===== src/rtl/load_pkg.sv =====
// Shared definitions for the load data unit: load-mode codes, FSM states and
// the access-size lookup used by both the control path and the bench.
package load_pkg;

    typedef enum logic [2:0] {
        MODE_NOREGWRITE = 3'd0,
        MODE_LB         = 3'd1,
        MODE_LH         = 3'd2,
        MODE_LW         = 3'd3,
        MODE_LBU        = 3'd4,
        MODE_LHU        = 3'd5,
        MODE_LWU        = 3'd6,
        MODE_LD         = 3'd7
    } load_mode_e;

    typedef enum logic [2:0] {
        IDLE   = 3'd0,
        ISSUE0 = 3'd1,
        WAIT0  = 3'd2,
        ISSUE1 = 3'd3,
        WAIT1  = 3'd4,
        RESP   = 3'd5
    } state_e;

    // Bytes touched by a load; NOREGWRITE touches nothing.
    function automatic logic [3:0] access_bytes(input logic [2:0] mode);
        case (mode)
            MODE_LB, MODE_LBU:  access_bytes = 4'd1;
            MODE_LH, MODE_LHU:  access_bytes = 4'd2;
            MODE_LW, MODE_LWU:  access_bytes = 4'd4;
            MODE_LD:            access_bytes = 4'd8;
            default:            access_bytes = 4'd0;
        endcase
    endfunction

endpackage


===== src/rtl/load_data_unit_if.sv =====
// Request, memory and writeback handshakes of the load data unit.
// master = requester/memory side, slave = the load data unit itself.
interface load_data_unit_if #(parameter int XLEN = 32);

    logic            req_valid;
    logic            req_ready;
    logic [XLEN-1:0] req_addr;
    logic [2:0]      req_mode;
    logic [4:0]      req_rd;

    logic            mem_req_valid;
    logic            mem_req_ready;
    logic [XLEN-1:0] mem_req_addr;
    logic            mem_rsp_valid;
    logic [XLEN-1:0] mem_rsp_data;

    logic            rsp_valid;
    logic            rsp_ready;
    logic [XLEN-1:0] rsp_data;
    logic [4:0]      rsp_rd;
    logic            rsp_fault;

    modport master (
        output req_valid, req_addr, req_mode, req_rd,
        input  req_ready,
        input  mem_req_valid, mem_req_addr,
        output mem_req_ready, mem_rsp_valid, mem_rsp_data,
        input  rsp_valid, rsp_data, rsp_rd, rsp_fault,
        output rsp_ready
    );

    modport slave (
        input  req_valid, req_addr, req_mode, req_rd,
        output req_ready,
        output mem_req_valid, mem_req_addr,
        input  mem_req_ready, mem_rsp_valid, mem_rsp_data,
        output rsp_valid, rsp_data, rsp_rd, rsp_fault,
        input  rsp_ready
    );

endinterface


===== src/rtl/load_extract.sv =====
// Combinational result formatter: aligns {hi,lo} by the byte offset, then
// narrows to the mode width with sign or zero extension.
module load_extract
    import load_pkg::*;
#(
    parameter int XLEN = 32
) (
    input  logic [XLEN-1:0]              hi,
    input  logic [XLEN-1:0]              lo,
    input  logic [$clog2(XLEN/8)-1:0]    offset,
    input  load_mode_e                   mode,
    output logic [XLEN-1:0]              data
);

    logic [2*XLEN-1:0] shifted;

    // NOTE: every output of a combinational block gets a default first so no latch is inferred.
    always_comb begin
        shifted = {hi, lo} >> {offset, 3'b000};
        data    = '0;
        case (mode)
            MODE_LB:  data = XLEN'(signed'(shifted[7:0]));
            MODE_LH:  data = XLEN'(signed'(shifted[15:0]));
            MODE_LW:  data = XLEN'(signed'(shifted[31:0]));
            MODE_LBU: data = XLEN'(shifted[7:0]);
            MODE_LHU: data = XLEN'(shifted[15:0]);
            MODE_LWU: data = XLEN'(shifted[31:0]);
            MODE_LD:  data = shifted[XLEN-1:0];
            default:  data = '0;
        endcase
    end

endmodule


===== src/rtl/load_data_unit.sv =====
// Load data unit: one outstanding load, one or two word reads, extended result.
// Define MISALIGNED_SPLIT_EN to serve word-crossing loads with two reads.
module load_data_unit
    import load_pkg::*;
#(
    parameter int XLEN = 32
) (
    input logic             clk,
    input logic             rst_n,
    load_data_unit_if.slave bus
);

    localparam int BYTES = XLEN / 8;
    localparam int OFFW  = $clog2(BYTES);

    state_e          state_q, state_d;
    logic [XLEN-1:0] addr_q, addr_d;
    load_mode_e      mode_q, mode_d;
    logic [4:0]      rd_q, rd_d;
    logic            fault_q, fault_d;
    logic [XLEN-1:0] lo_q, lo_d;
    logic [XLEN-1:0] hi_word;
    logic [XLEN-1:0] word_addr;
    logic [XLEN-1:0] ext_data;

    load_mode_e      req_mode_e;
    logic            req_bad_width;
    logic            req_fault;

    assign req_mode_e    = load_mode_e'(bus.req_mode);
    // Doubleword loads do not exist on a 32-bit datapath.
    assign req_bad_width = (XLEN == 32) && (req_mode_e == MODE_LWU || req_mode_e == MODE_LD);
    assign word_addr     = {addr_q[XLEN-1:OFFW], {OFFW{1'b0}}};

`ifdef MISALIGNED_SPLIT_EN
    logic [XLEN-1:0] hi_q, hi_d;
    logic            span;

    assign req_fault = req_bad_width;
    assign span      = (5'(addr_q[OFFW-1:0]) + 5'(access_bytes(mode_q))) > 5'(BYTES);
    assign hi_word   = hi_q;
`else
    logic [4:0] req_off, req_size;

    assign req_off   = 5'(bus.req_addr[OFFW-1:0]);
    assign req_size  = 5'(access_bytes(bus.req_mode));
    assign req_fault = req_bad_width || ((req_mode_e != MODE_NOREGWRITE) &&
                       ((req_off & (req_size - 5'd1)) != 5'd0));
    assign hi_word   = '0;
`endif

    always_comb begin
        state_d = state_q;
        addr_d  = addr_q;
        mode_d  = mode_q;
        rd_d    = rd_q;
        fault_d = fault_q;
        lo_d    = lo_q;
`ifdef MISALIGNED_SPLIT_EN
        hi_d    = hi_q;
`endif
        case (state_q)
            IDLE: if (bus.req_valid) begin
                addr_d  = bus.req_addr;
                mode_d  = req_mode_e;
                rd_d    = bus.req_rd;
                fault_d = req_fault;
                lo_d    = '0;
`ifdef MISALIGNED_SPLIT_EN
                hi_d    = '0;
`endif
                state_d = (req_fault || req_mode_e == MODE_NOREGWRITE) ? RESP : ISSUE0;
            end
            ISSUE0: if (bus.mem_req_ready) state_d = WAIT0;
            WAIT0: if (bus.mem_rsp_valid) begin
                lo_d = bus.mem_rsp_data;
`ifdef MISALIGNED_SPLIT_EN
                state_d = span ? ISSUE1 : RESP;
`else
                state_d = RESP;
`endif
            end
`ifdef MISALIGNED_SPLIT_EN
            ISSUE1: if (bus.mem_req_ready) state_d = WAIT1;
            WAIT1: if (bus.mem_rsp_valid) begin
                hi_d    = bus.mem_rsp_data;
                state_d = RESP;
            end
`endif
            RESP: if (bus.rsp_ready) state_d = IDLE;
            default: state_d = IDLE;
        endcase
    end

    // NOTE: sequential state uses non-blocking assignments so every flop samples pre-edge values.
    always_ff @(posedge clk or negedge rst_n) begin
        if (!rst_n) begin
            state_q <= IDLE;
            addr_q  <= '0;
            mode_q  <= MODE_NOREGWRITE;
            rd_q    <= '0;
            fault_q <= 1'b0;
            lo_q    <= '0;
`ifdef MISALIGNED_SPLIT_EN
            hi_q    <= '0;
`endif
        end else begin
            state_q <= state_d;
            addr_q  <= addr_d;
            mode_q  <= mode_d;
            rd_q    <= rd_d;
            fault_q <= fault_d;
            lo_q    <= lo_d;
`ifdef MISALIGNED_SPLIT_EN
            hi_q    <= hi_d;
`endif
        end
    end

    load_extract #(.XLEN(XLEN)) u_extract (
        .hi     (hi_word),
        .lo     (lo_q),
        .offset (addr_q[OFFW-1:0]),
        .mode   (mode_q),
        .data   (ext_data)
    );

    // Outputs are gated by state so everything but req_ready is zero while idle or in reset.
    always_comb begin
        bus.req_ready     = (state_q == IDLE);
        bus.mem_req_valid = 1'b0;
        bus.mem_req_addr  = '0;
        bus.rsp_valid     = 1'b0;
        bus.rsp_data      = '0;
        bus.rsp_rd        = '0;
        bus.rsp_fault     = 1'b0;
        case (state_q)
            ISSUE0: begin
                bus.mem_req_valid = 1'b1;
                bus.mem_req_addr  = word_addr;
            end
`ifdef MISALIGNED_SPLIT_EN
            ISSUE1: begin
                bus.mem_req_valid = 1'b1;
                bus.mem_req_addr  = word_addr + XLEN'(BYTES);
            end
`endif
            RESP: begin
                bus.rsp_valid = 1'b1;
                bus.rsp_rd    = rd_q;
                bus.rsp_fault = fault_q;
                bus.rsp_data  = (fault_q || mode_q == MODE_NOREGWRITE) ? '0 : ext_data;
            end
            default: ;
        endcase
    end

endmodule


===== src/flat_wrapper.sv =====
// flat-port wrapper written by rule: the top's interface ports become plain ports
module load_data_unit_flat import load_pkg::*;
#(
    parameter int XLEN = 32
)
  (clk, rst_n, bus_req_valid, bus_req_addr, bus_req_mode, bus_req_rd, bus_req_ready, bus_mem_req_valid, bus_mem_req_addr, bus_mem_req_ready, bus_mem_rsp_valid, bus_mem_rsp_data, bus_rsp_valid, bus_rsp_data, bus_rsp_rd, bus_rsp_fault, bus_rsp_ready);
  load_data_unit_if #(.XLEN(XLEN)) bus_i ();
  input logic clk;
  input logic rst_n;
  input wire logic [$bits(bus_i.req_valid)-1:0] bus_req_valid;
  input wire logic [$bits(bus_i.req_addr)-1:0] bus_req_addr;
  input wire logic [$bits(bus_i.req_mode)-1:0] bus_req_mode;
  input wire logic [$bits(bus_i.req_rd)-1:0] bus_req_rd;
  output wire logic [$bits(bus_i.req_ready)-1:0] bus_req_ready;
  output wire logic [$bits(bus_i.mem_req_valid)-1:0] bus_mem_req_valid;
  output wire logic [$bits(bus_i.mem_req_addr)-1:0] bus_mem_req_addr;
  input wire logic [$bits(bus_i.mem_req_ready)-1:0] bus_mem_req_ready;
  input wire logic [$bits(bus_i.mem_rsp_valid)-1:0] bus_mem_rsp_valid;
  input wire logic [$bits(bus_i.mem_rsp_data)-1:0] bus_mem_rsp_data;
  output wire logic [$bits(bus_i.rsp_valid)-1:0] bus_rsp_valid;
  output wire logic [$bits(bus_i.rsp_data)-1:0] bus_rsp_data;
  output wire logic [$bits(bus_i.rsp_rd)-1:0] bus_rsp_rd;
  output wire logic [$bits(bus_i.rsp_fault)-1:0] bus_rsp_fault;
  input wire logic [$bits(bus_i.rsp_ready)-1:0] bus_rsp_ready;
  assign bus_i.req_valid = bus_req_valid;
  assign bus_i.req_addr = bus_req_addr;
  assign bus_i.req_mode = bus_req_mode;
  assign bus_i.req_rd = bus_req_rd;
  assign bus_req_ready = bus_i.req_ready;
  assign bus_mem_req_valid = bus_i.mem_req_valid;
  assign bus_mem_req_addr = bus_i.mem_req_addr;
  assign bus_i.mem_req_ready = bus_mem_req_ready;
  assign bus_i.mem_rsp_valid = bus_mem_rsp_valid;
  assign bus_i.mem_rsp_data = bus_mem_rsp_data;
  assign bus_rsp_valid = bus_i.rsp_valid;
  assign bus_rsp_data = bus_i.rsp_data;
  assign bus_rsp_rd = bus_i.rsp_rd;
  assign bus_rsp_fault = bus_i.rsp_fault;
  assign bus_i.rsp_ready = bus_rsp_ready;
  load_data_unit #(.XLEN(XLEN)) u_core (.clk(clk), .rst_n(rst_n), .bus(bus_i));
endmodule

===== config.mk =====
export PLATFORM = sky130hd
export DESIGN_NAME = load_data_unit_flat
export DESIGN_NICKNAME = d
export VERILOG_FILES = /design/src/rtl/load_pkg.sv /design/src/rtl/load_data_unit_if.sv /design/src/rtl/load_extract.sv /design/src/rtl/load_data_unit.sv /design/src/flat_wrapper.sv
export SDC_FILE = /design/constraint.sdc
export NUM_CORES = 1
export LEC_CHECK = 0
export BUFFER_PORTS_ARGS = -buffer_cell sky130_fd_sc_hd__buf_4
export CAP_MARGIN = 5
export CORE_UTILIZATION = 55
export DETAILED_ROUTE_END_ITERATION = 8
export PLACE_DENSITY = 0.93
export SLEW_MARGIN = 30
export SYNTH_ARGS = -nofsm -noshare
export SYNTH_HDL_FRONTEND = slang
export SYNTH_HIERARCHICAL = 1
export SYNTH_SLANG_ARGS = --single-unit

===== constraint.sdc =====
create_clock -name clk -period 3.4 [get_ports clk]
set_input_delay 0.17 -clock clk [delete_from_list [all_inputs] [get_ports clk]]
set_output_delay 0.17 -clock clk [all_outputs]
set_load 0.005 [all_outputs]

## After elaboration in Yosys (flattened, before gate mapping)

Index checks and enable logic that the tools add are counted.

- Register bits after elaboration: 76
- Bits in latches: 0
- Bits in writable memories: 0
- Memory bits (read-only): 0
- Bits of input ports: 78
- Output and inout port bits: 73
- Logic and storage cells: 66
- Memories: 0

- $add $sub $neg: 1
- Multipliers: 0
- Divide/modulo/power cells: 0
- Magnitude comparators: 0
- Equality and inequality tests: 21
- Shift-type cells: 1
- Mux-type cells: 18
- Bitwise gates (word level): 1
- Reduce and logical (&&, ||, !) cells: 18

Operator list:

| cell | number |
|---|---|
| $mux 32 | 5 |
| $pmux 32 s5 | 1 |
| $pmux 32 s2 | 1 |
| $shr 32x5->32 | 1 |
| $eq 3x3->1 const B | 9 |
| $pmux 4 s4 | 1 |
| $eq 3x2->1 const B | 5 |
| $mux 3 | 5 |
| $pmux 3 s4 | 1 |
| $eq 3x1->1 const B | 3 |
| $logic_not 3->1 | 3 |
| $ne 2x2->1 const B | 4 |
| $reduce_or 2->1 | 3 |
| $and 2x5->5 | 1 |
| $mux 5 | 1 |
| $reduce_bool 5->1 | 1 |
| $sub 4x1->5 const B | 1 |
| $logic_or 1x1->1 | 4 |
| $reduce_and 4->1 | 1 |
| $mux 1 | 3 |
| $reduce_and 3->1 | 1 |
| $reduce_bool 3->1 | 1 |
| $reduce_or 3->1 | 1 |
| $reduce_and 2->1 | 1 |
| other kinds (2) | 2 |

## Longest topological paths before layout

- Depth after elaboration: 12
- Mapped depth: 7

## Cells and area by module

The synthesis kept the hierarchy.

By module, submodules not included:

| module | times used | cells an instance | area an instance (um^2) |
|---|---|---|---|
| load_data_unit | 1 | 335 | 3619.7 |
| load_extract | 1 | 136 | 1218.7 |

## Least setup slack after synthesis

Ideal clock, no wire load.

- Path kind: register to output
- Start: reg u_core.addr_q[1]
- End: out bus_rsp_data[10]
- Data arrival time: 1.442 ns
- Data required time: 3.230 ns
- Slack: 1.788 ns
- Stages on the path, launching flop included: 6
- Cell sequence: dfrtp_1 -> buf_6 -> mux4_2 -> nand4_4 -> o31ai_1 -> and2_1

- Cells in the longest elaborated chain, start to end: 4

Ends and longest elaborated chain:

| element | line | text |
|---|---|---|
| from (decl) | load_data_unit.sv:17 | `logic [XLEN-1:0] addr_q, addr_d;` |
| from (signal assigned) | load_data_unit.sv:109 | `addr_q <= addr_d;` |
| $shr 32x5->32 | load_extract.sv:19 | `shifted = {hi, lo} >> {offset, 3'b000};` |
| $pmux 32 s5 | load_extract.sv:21 | `case (mode)` |
| net u_core.ext_data[10] | load_data_unit.sv:24 | `logic [XLEN-1:0] ext_data;` |
| $mux 32 | load_data_unit.sv:152 | `bus.rsp_data = (fault_q \|\| mode_q == MODE_NOREGWRITE) ? '0 : ext_data;` |
| $mux 32 | load_data_unit.sv:137 | `case (state_q)` |
| to (decl) | flat_wrapper.sv:21 | `output wire logic [$bits(bus_i.rsp_data)-1:0] bus_rsp_data;` |

The timed path passes the listed nets, and every way through them passes these cells.

## Final worst setup path

- Start: reg u_core.addr_q[0]
- End: out bus_rsp_data[20]

The elaborated chain is that of the path after synthesis.

==> impl_metrics.tcl <==
set metrics [dict create \
    status "finished, final reports clean" \
    finalHoldViolCount 0 \
    wl_um 12500 \
    area_growth_pct 27.5 \
    rsz0062_at_grt "false" \
    cts_tree "yes" \
    die_width_um 95.8 \
    grt_overflow 0 \
    firstDrtPassIters 5 \
    ys.flop_type "dfrtp_1" \
    clock_sinks 76 \
    synth_seq_cells 76 \
    final_common_cell "buf_4" \
    slowest_stage "dfrtp_1" \
    switching_share 0.410 \
    nFillCells 582 \
    vias_per_cell 5.74 \
    rows 33 \
    power_density_nw_per_um2 790 \
    clock_skew_ns 0.0127 \
    portBuffers 148 \
    vias 4213 \
    synth_cells 471 \
    maxCapViolCount 0 \
    netlist_area_um2 4840 \
    internal_power_mw 2.87 \
    finalCritPeriodShare 0.805 \
    cp_max_fo 23 \
    cts-root-buf "clkbuf_8" \
    n_antenna_cell 0 \
    grtUsageMet2 0.503 \
    ys_warn_count 6 \
    power_frac_comb 0.499 \
    crit_path_end_kind "output pin" \
    worst_pin_slew_ns 0.888 \
    p_switching_mw 2.00 \
    layout_min_cycle_time_ns 2.74 \
    start_util 0.577 \
    grt_pass1_wl_um 19800 \
    pwr-share-seq 0.368 \
    seq_area_frac_synth 0.393 \
    clk_latency_ns 0.35 \
    setup_viol 0 \
    synth_compound_area_frac 0.130 \
    dp.cells 717 \
    wl_per_cell_um 17.1 \
    globalplace.congestion 0.873 \
    die_h_um 95.8 \
    instances_no_fill 734 \
    core_um2 8380 \
    synth_area_leader_cell "dfrtp_1" \
    synth-simple-area-share 0.192 \
    drtIter0Drc 265 \
    met3_usage 0.0766 \
    avgSynthCellArea_um2 10.3 \
    numCtsBuffers 9 \
    synth-xor-area-share 0 \
    grt_use_met1 0.325 \
    track_usage 0.283 \
    cts_buffer_depth 2 \
    path_clk_slew_ns 0.09 \
    synth-adder-area-share 0 \
    slew_headroom 0.408 \
    grt_max_degree 77 \
    min_path_type "primary input to flop" \
    path_cells "nor3b_1 > a22oi_2 > o211ai_1 > and2_1 > buf_4" \
    dieArea_um2 9180 \
    postRouteAntennaNets 0 \
    ir_drop_uv 549 \
    cp.arrival_ns 2.57 \
    async_flop_share 1.00 \
    fin_setup_tns_ns 0 \
    drc 0 \
    required_ns 3.23 \
    synth_top_cell_area_share 0.393 \
    busiest_layer "met2" \
    grt_pass1_vias 4174 \
    muxShareOfSynthArea 0.198 \
    cp-start-kind "flop" \
    leakage_nw 2.83 \
    antenna_found_initial 0 \
    layout.cells.most_common_list "buf_4 (153), dfrtp_1 (76), and2_1 (69)" \
    criticalPathCategory "flop to output pin" \
    fmax_ghz 0.365 \
    htree_levels 3 \
    maxSlewViolCount 0 \
    synthTopCellsByArea "dfrtp_1 (39%), mux2_2 (15%), and2_1 (8.9%)" \
    io_pins 151 \
    synth_top_family_by_area "multiplexers" \
    synth_cell_types 43 \
    drive_above_1_share 0.401 \
    p_clk_frac 0.133 \
    slowest_delay_ns 0.93 \
    synth_edf_count 0 \
    fin_nets 702 \
    dpl.hpwl_um 8980 \
]
## flip-flops by register name, summed over array words and instances, names as in the netlist
register,count
u_core/addr_q,32
u_core/fault_q,1
u_core/lo_q,32
u_core/mode_q,3
u_core/rd_q,5
u_core/state_q,3
## layer usage
layer | up-vias | wire length, µm
li1 | 1947 | -
met1 | 2035 | 4810
met2 | 199 | 6360
met3 | 32 | 1030
met4 | 0 | 339
met5 | - | 0
## path summary, 6_finish.rpt
| path | from | to | slack [ns] | cells after the start |
|---|---|---|---|---|
| worst min-delay path | bus_req_addr[25] | u_core/addr_q[25] | 0.03 | 2 |
| max in group asynchronous | rst_n | u_core/lo_q[15] | 2.50 | 2 |
| min in group asynchronous | rst_n | u_core/lo_q[10] | 0.42 | 2 |
| worst min register to register | u_core/addr_q[25] | u_core/addr_q[25] | 0.49 | 1 |
| worst max register to register | u_core/state_q[1] | u_core/mode_q[1] | 1.15 | 4 |
| worst max-delay path | u_core/addr_q[0] | bus_rsp_data[20] | 0.66 | 5 |
## cells in the mapped netlist (3+ instances only)
| library cell | number |
|---|---|
| mux4_2 | 8 |
| a211oi_1 | 7 |
| and2_1 | 69 |
| nor2b_1 | 16 |
| a32oi_1 | 16 |
| mux2_1 | 3 |
| inv_1 | 35 |
| dfrtp_1 | 76 |
| o21ai_0 | 33 |
| clkbuf_1 | 17 |
| a21oi_1 | 3 |
| o211ai_1 | 16 |
| nand4_1 | 32 |
| buf_2 | 12 |
| nor3_1 | 3 |
| nor2_1 | 10 |
| and3b_1 | 3 |
| mux2_2 | 64 |
| buf_6 | 9 |
| o31ai_1 | 7 |
| buf_4 | 6 |
## cell families after synthesis
group                  Yosys count
and+or+nand+nor                144
DFF                             76
AOI/OAI and AO/OA               91
muxes                           77
other                            1
buffers and inverters           82
## final cells by class
class | count | area, µm² | area share
Multi-Input combinational cell | 346 | 2650 | 0.429
Tap cell | 105 | 131 | 0.0213
Timing Repair Buffer | 155 | 1170 | 0.190
Sequential cell | 76 | 1900 | 0.308
Clock buffer | 9 | 124 | 0.0201
Clock inverter | 7 | 57.6 | 0.00933
Inverter | 36 | 135 | 0.0219
## stage by stage
stage / setup WS, ns / total power, mW / hold slack [ns] / instance area [µm²] / utilization
after global placement: 1.12 / 4.04 / 0.359 / 5970 / 0.712
after detailed placement: 1.02 / 4.19 / 0.368 / 5970 / 0.712
after floorplan: 1.79 / 3.50 / -0.126 / 4960 / -
after global routing: 0.432 / 5.19 / 0.0258 / 6170 / 0.736
after CTS: 0.637 / 4.85 / 0.0251 / 6160 / 0.735
final: 0.663 / 4.87 / 0.0339 / 6170 / 0.736
## power by group through the flow
stage	clock network [mW]	registers (mW)	logic, mW
finish	0.649	1.79	2.43
global route	0.706	1.85	2.64
CTS	0.663	1.78	2.40
detailed placement	0	1.79	2.39
global placement	0	1.75	2.29
floorplan	0	1.54	1.96
## what timing repair did
| item | 4_1_cts | 5_1_grt |
|---|---|---|
| resized for setup | 0 | 0 |
| setup buffers | 0 | 0 |
| hold buffers | 1 | 0 |
| endpoints found under the hold margin | 37 | 0 |
## critical path, delay by kind of cell (launching register included)
kind / cells / cell delay, ns
DFF: 1 / 0.93
and+or+nand+nor: 2 / 0.35
AOI/OAI and AO/OA: 2 / 0.82
buffers and inverters: 1 / 0.13
(Power assumes the default switching activity.)
